**src/rtl/ccx_trace_fifo.sv**
```systemverilog
// Trace record capture FIFO: {pc, instr} entries drained as three 32-bit stream words.
// Define CCX_TRACE_GAP_MARK_EN to add per-entry drop-gap fields and a MARK word ahead of gapped records.
module ccx_trace_fifo #(
    parameter int DEPTH = 16,
    parameter int LW    = $clog2(DEPTH)
) (
    input  logic        f_clk,
    input  logic        g_reset,
    input  logic        cap_en,
    input  logic        trs_valid,
    input  logic [31:0] trs_instr,
    input  logic [63:0] trs_pc,
    output logic        out_valid,
    input  logic        out_ready,
    output logic [31:0] out_data,
    output logic        out_last,
    output logic [LW:0] level,
    output logic [15:0] ovf_count
);

`ifdef CCX_TRACE_GAP_MARK_EN
    localparam int EW = 112;
`else
    localparam int EW = 96;
`endif

    localparam logic [LW:0]   LVL_ZERO = '0;
    localparam logic [LW:0]   LVL_ONE  = (LW+1)'(1);
    localparam logic [LW:0]   LVL_FULL = (LW+1)'(DEPTH);
    localparam logic [LW-1:0] PTR_ZERO = '0;
    localparam logic [LW-1:0] PTR_ONE  = LW'(1);

    typedef enum logic [2:0] {
        ST_IDLE = 3'd0,
        ST_W0   = 3'd1,
        ST_W1   = 3'd2,
`ifdef CCX_TRACE_GAP_MARK_EN
        ST_W2   = 3'd3,
        ST_MARK = 3'd4
`else
        ST_W2   = 3'd3
`endif
    } state_t;

    function automatic logic [15:0] sat_inc16(input logic [15:0] v);
        return (v == 16'hFFFF) ? v : v + 16'd1;
    endfunction

    logic [EW-1:0] mem_r [DEPTH];
    logic [LW-1:0] wr_ptr_r;
    logic [LW-1:0] rd_ptr_r;
    logic [LW-1:0] rd_ptr_nxt_s;
    logic [LW:0]   level_r;
    logic [15:0]   ovf_count_r;
    state_t        state_r;
    state_t        state_nxt_s;
    state_t        enter_s;
    logic          out_valid_r;
    logic [31:0]   out_data_r;
    logic          out_last_r;
    logic          out_valid_nxt_s;
    logic [31:0]   out_data_nxt_s;
    logic          out_last_nxt_s;
    logic [EW-1:0] entry_s;
    logic [EW-1:0] head_s;
    logic          full_s;
    logic          push_s;
    logic          drop_s;
    logic          hs_s;
    logic          pop_s;

    // Fullness uses the registered level, so a push coinciding with a pop at full is dropped.
    assign full_s = (level_r == LVL_FULL);
    assign push_s = trs_valid && cap_en && !full_s;
    assign drop_s = trs_valid && cap_en && full_s;
    assign hs_s   = out_valid_r && out_ready;
    assign pop_s  = hs_s && out_last_r;

`ifdef CCX_TRACE_GAP_MARK_EN
    logic [15:0] drop_run_r;

    // Drops since the last accepted push; snapshotted into the next entry's gap field.
    always_ff @(posedge f_clk) begin
        if (g_reset) begin
            drop_run_r <= 16'h0000;
        end else if (push_s) begin
            drop_run_r <= 16'h0000;
        end else if (drop_s) begin
            drop_run_r <= sat_inc16(drop_run_r);
        end else begin
            drop_run_r <= drop_run_r;
        end
    end

    assign entry_s = {drop_run_r, trs_pc, trs_instr};
`else
    assign entry_s = {trs_pc, trs_instr};
`endif

    // Entry storage; only the write port is clocked, reads are combinational off rd_ptr_nxt_s.
    always_ff @(posedge f_clk) begin
        if (push_s) begin
            mem_r[wr_ptr_r] <= entry_s;
        end
    end

    // Write pointer, read pointer, occupancy and overflow counter.
    always_ff @(posedge f_clk) begin
        if (g_reset) begin
            wr_ptr_r    <= PTR_ZERO;
            rd_ptr_r    <= PTR_ZERO;
            level_r     <= LVL_ZERO;
            ovf_count_r <= 16'h0000;
        end else begin
            wr_ptr_r <= push_s ? (wr_ptr_r + PTR_ONE) : wr_ptr_r;
            rd_ptr_r <= rd_ptr_nxt_s;
            case ({push_s, pop_s})
                2'b10:   level_r <= level_r + LVL_ONE;
                2'b01:   level_r <= level_r - LVL_ONE;
                default: level_r <= level_r;
            endcase
            ovf_count_r <= drop_s ? sat_inc16(ovf_count_r) : ovf_count_r;
        end
    end

    // Head pointer after this cycle's pop; the output registers load from the entry it selects.
    always_comb begin
        rd_ptr_nxt_s = rd_ptr_r;
        if (pop_s) begin
            rd_ptr_nxt_s = rd_ptr_r + PTR_ONE;
        end else begin
            rd_ptr_nxt_s = rd_ptr_r;
        end
        head_s = mem_r[rd_ptr_nxt_s];
    end

    // First state of a record: MARK when the head carries a nonzero gap, else W0.
    always_comb begin
        enter_s = ST_W0;
`ifdef CCX_TRACE_GAP_MARK_EN
        if (head_s[111:96] != 16'h0000) begin
            enter_s = ST_MARK;
        end else begin
            enter_s = ST_W0;
        end
`endif
    end

    // Drain FSM next state: advance one word per handshake, hold while stalled.
    always_comb begin
        state_nxt_s = state_r;
        case (state_r)
            ST_IDLE: begin
                if (level_r != LVL_ZERO) begin
                    state_nxt_s = enter_s;
                end else begin
                    state_nxt_s = ST_IDLE;
                end
            end
`ifdef CCX_TRACE_GAP_MARK_EN
            ST_MARK: begin
                if (hs_s) begin
                    state_nxt_s = ST_W0;
                end else begin
                    state_nxt_s = ST_MARK;
                end
            end
`endif
            ST_W0: begin
                if (hs_s) begin
                    state_nxt_s = ST_W1;
                end else begin
                    state_nxt_s = ST_W0;
                end
            end
            ST_W1: begin
                if (hs_s) begin
                    state_nxt_s = ST_W2;
                end else begin
                    state_nxt_s = ST_W1;
                end
            end
            ST_W2: begin
                if (hs_s && (level_r > LVL_ONE)) begin
                    state_nxt_s = enter_s;
                end else if (hs_s) begin
                    state_nxt_s = ST_IDLE;
                end else begin
                    state_nxt_s = ST_W2;
                end
            end
            default: state_nxt_s = ST_IDLE;
        endcase
    end

    // Stream outputs for the state being entered, so the ports come straight from flops.
    always_comb begin
        out_valid_nxt_s = 1'b0;
        out_data_nxt_s  = 32'h0000_0000;
        out_last_nxt_s  = 1'b0;
        case (state_nxt_s)
            ST_IDLE: begin
                out_valid_nxt_s = 1'b0;
            end
`ifdef CCX_TRACE_GAP_MARK_EN
            ST_MARK: begin
                out_valid_nxt_s = 1'b1;
                out_data_nxt_s  = {16'hC0DE, head_s[111:96]};
            end
`endif
            ST_W0: begin
                out_valid_nxt_s = 1'b1;
                out_data_nxt_s  = head_s[63:32];
            end
            ST_W1: begin
                out_valid_nxt_s = 1'b1;
                out_data_nxt_s  = head_s[95:64];
            end
            ST_W2: begin
                out_valid_nxt_s = 1'b1;
                out_data_nxt_s  = head_s[31:0];
                out_last_nxt_s  = 1'b1;
            end
            default: begin
                out_valid_nxt_s = 1'b0;
            end
        endcase
    end

    // FSM state and registered stream outputs; reset discards any partially sent record.
    always_ff @(posedge f_clk) begin
        if (g_reset) begin
            state_r     <= ST_IDLE;
            out_valid_r <= 1'b0;
            out_data_r  <= 32'h0000_0000;
            out_last_r  <= 1'b0;
        end else begin
            state_r     <= state_nxt_s;
            out_valid_r <= out_valid_nxt_s;
            out_data_r  <= out_data_nxt_s;
            out_last_r  <= out_last_nxt_s;
        end
    end

    assign out_valid = out_valid_r;
    assign out_data  = out_data_r;
    assign out_last  = out_last_r;
    assign level     = level_r;
    assign ovf_count = ovf_count_r;

endmodule

```
**config.mk**
```make
export PLATFORM = sky130hd
export DESIGN_NAME = ccx_trace_fifo
export DESIGN_NICKNAME = d
export VERILOG_FILES = /design/src/rtl/ccx_trace_fifo.sv
export SDC_FILE = /design/constraint.sdc
export NUM_CORES = 2
export LEC_CHECK = 0
export CORE_ASPECT_RATIO = 1.2
export CORE_UTILIZATION = 25
export CTS_BUF_LIST = sky130_fd_sc_hd__clkbuf_8
export CTS_CLUSTER_SIZE = 10
export DETAILED_ROUTE_END_ITERATION = 10
export SLEW_MARGIN = 15
export SYNTH_ARGS = -nofsm -noshare
export SYNTH_HDL_FRONTEND = slang
export SYNTH_SLANG_ARGS = --single-unit
```
**constraint.sdc**
```tcl
create_clock -name f_clk -period 13.9 [get_ports f_clk]
set_input_delay 2.085 -clock f_clk [delete_from_list [all_inputs] [get_ports f_clk]]
set_output_delay 2.085 -clock f_clk [all_outputs]
set_load 0.005 [all_outputs]
```
==> metrics <==
delay-heaviest family, CP=buffers and inverters; drt pass-1 iters=8; clk sinks=1,601; critical-path cell list=clkdlybuf4s50_1 -> nand3_4 -> inv_8 -> xnor2_2 -> buf_4 -> buf_4 -> mux4_2 -> nand2_1 -> a21oi_1 -> o21ai_0 -> a21oi_1; Post-CTS Hold Buffers=0; Fillers=28.10k; DRC marker count from the first detailed-route iteration=3,984; FMAX=145.8 MHz; DRC=0; DR vias=44.60k; drt via density=5.086; clock-pin slew on the worst setup and hold paths=0.06 ns; Tmin final=6.857 ns; Largest stage delay, worst path=0.82 ns; Sequential Area=0.04743 mm2; Post-synth EDFFs=1,536; crit path from=out_ready; CTS Buf Count=291; crit share post-route=49.33%; H-tree Lvls=5; die area=0.2859 mm2; Setup TNS Final=0 ns; Setup WS pre-CTS=5.882 ns; gp weighted congestion=0.7916; multi-input combinational cell area=0.02205 mm2; initial antenna violation count=47; grt ovf=0; CP bufs+invs=4; io pins=156; largest net degree at the start of global routing=121; post_cts resized=0; first-pass GRT wire length=313,200 um; layout cells sized above 1=13.68%; vias in the first global route=44.93k; Max IR drop VDD=0.00007647 V; Final setup violation count=0; hold_ws=0.5116 ns; Post-Synthesis Mean Instance Area=15.42 um2; Worst-Margin Slew=1.316 ns; Port Buf Inserts=155; fin nets=4,895; Netlist Area Pre-Place=0.07093 mm2; Clock Skews=0.09189 ns; antenna viol nets, final=0; Detail Placement HPWL=121,800 um; final hold viol count=0; chip width=488.2 um; CP arrival=7.74 ns; post-synth cell types=76; Static Leakage=23.78 nW; # Max-Cap Violations=0; status=completed; WL per Instance=25.11 um; RSZ-0062 raised after global routing=no; crit path kind=input port to flop; WP data required=14.78 ns; pins over their slew limit=0; non-filler cells, final=8,769; most frequent cells in the layout=1,536 x edfxtp_1, 781 x mux2i_1, 305 x clkbuf_8, 281 x nand2_1, 166 x mux4_2; pwr/cell area=117.8 mW/mm2; final wirelength=220,200 um; Longest Clk Path Bufs=4; CTS tree=done; Starting Density=25.20%; Area Overhead vs Synth=15.33%; CP endpoint kind=flop; Core ar.=0.2814 mm2; sequential area share after synthesis=66.86%; Total Power=9.633 mW; Worst setup SP type=input port; Ys Warns=0; final setup margin=7.043 ns; critical-path maximum fanout=87; slowest CP cell=buf_4; commonest non-fill, non-tap cell in the layout=edfxtp_1; Most used DFF post-synth=edfxtp_1; later-pin clock latency in the skew report=1.04 ns; Root Buffer=clkbuf_8; Syn Inst Count=4,599; slew margin rel.=11.93%; HP Start=ovf_count[15]$_SDFFE_PP0P_; Cell Rows=213; reg-to-reg startpoint=out_valid$_SDFF_PP0_; DP Cell Count=8,252; register bit total from synthesis=1,601; HP Class=flop to flop; syn_nets=4,711; all-layer global routing usage=15.02%; post-CTS setup buffers=0; fraction of registers with async set/reset=0%; Die Ht=585.5 um
[routing by layer]
metal	vias to the layer above	wire, um	track usage, %
li1	19028	-	-
met1	23089	85840	18.09
met2	1959	108400	25.70
met3	487	17530	3.528
met4	34	8211	6.013
met5	-	200	0
[stage by stage]
step	util, %	instance area [um2]
2_1_floorplan	-	70930
3_3_place_gp	27.24	76650
3_5_place_dp	27.24	76670
4_1_cts	29.05	81750
5_1_grt	29.05	81770
6_report	29.07	81800
[worst min-delay path, stage by stage, from the launching register on]
cell and delay (ns):
dfxtp_1 0.32, o21ai_0 0.08, a21oi_1 0.06
[state kept, by name, indices dropped and copies added, names as in the netlist]
register and cells:
out_last 1, ovf_count 16, out_data 32, wr_ptr_r 4, out_valid 1, level 5
mem_r 1536, state_r 2, rd_ptr_r 4
[synthesized netlist by cell type, types with 13 or more instances]
master,n,share of area (%)
o22ai_1,139,1.2
nand4_1,52,0.46
or3_1,23,0.20
nand2_1,282,1.5
nor2b_1,34,0.30
edfxtp_1,1536,65
a32oi_1,13,0.16
or4_1,27,0.29
a211o_1,25,0.31
nor3_1,34,0.24
o221ai_1,59,0.73
o21ai_0,84,0.59
a2111oi_0,55,0.68
and2_1,48,0.42
mux4_2,166,5.3
buf_2,142,1.0
buf_1,35,0.19
dfxtp_1,65,1.8
o211ai_1,26,0.28
a21oi_1,133,0.94
nor2_1,134,0.71
mux2i_1,781,11
buf_4,31,0.33
nand3_1,113,0.80
a311oi_1,38,0.47
a31oi_1,55,0.49
mux2_2,26,0.41
xor2_1,15,0.19
a211oi_1,78,0.83
a221oi_1,45,0.56
clkbuf_1,149,0.79
[path summary, 6_finish.rpt]
path / endpoint / slack, ns / cells after the start
max: out_data[11]$_SDFF_PP0_ / 7.04 / 11
min: ovf_count[15]$_SDFFE_PP0P_ / 0.51 / 2
max reg2reg: out_data[11]$_SDFF_PP0_ / 8.23 / 10
min reg2reg: ovf_count[15]$_SDFFE_PP0P_ / 0.51 / 2
[cells by family (layout without fill, tap and decap cells)]
family / Yosys count / in the layout / synth area share, %
flops: 1601 / 1601 / 66.86
fa+ha+maj: 11 / 11 / 0.1940
mux: 973 / 973 / 16.71
xor+xnor: 25 / 25 / 0.3193
other cells: 0 / 21 / 0
simple gates: 793 / 793 / 5.377
compound gates: 824 / 824 / 8.127
buf+inv: 372 / 759 / 2.415
[power breakdown]
| group | internal, mW | switching [mW] |
|---|---|---|
| logic | 0.0849 | 0.200 |
| clock network | 2.08 | 1.93 |
| registers | 5.32 | 0.0243 |
| total | 7.48 | 2.15 |
[area by class of cell]
class                   instances  share of cell area [%]
well taps                    3762                   5.754
diodes                         21                 0.06424
clock buffers                 305                   5.132
repair buffers                251                   2.961
flip-flops and latches       1601                   57.99
multi-input cells            2626                   26.95
clock inverters               191                   1.075
inverters                      12                 0.07036
No activity file was read; power rests on OpenSTA's default activity.
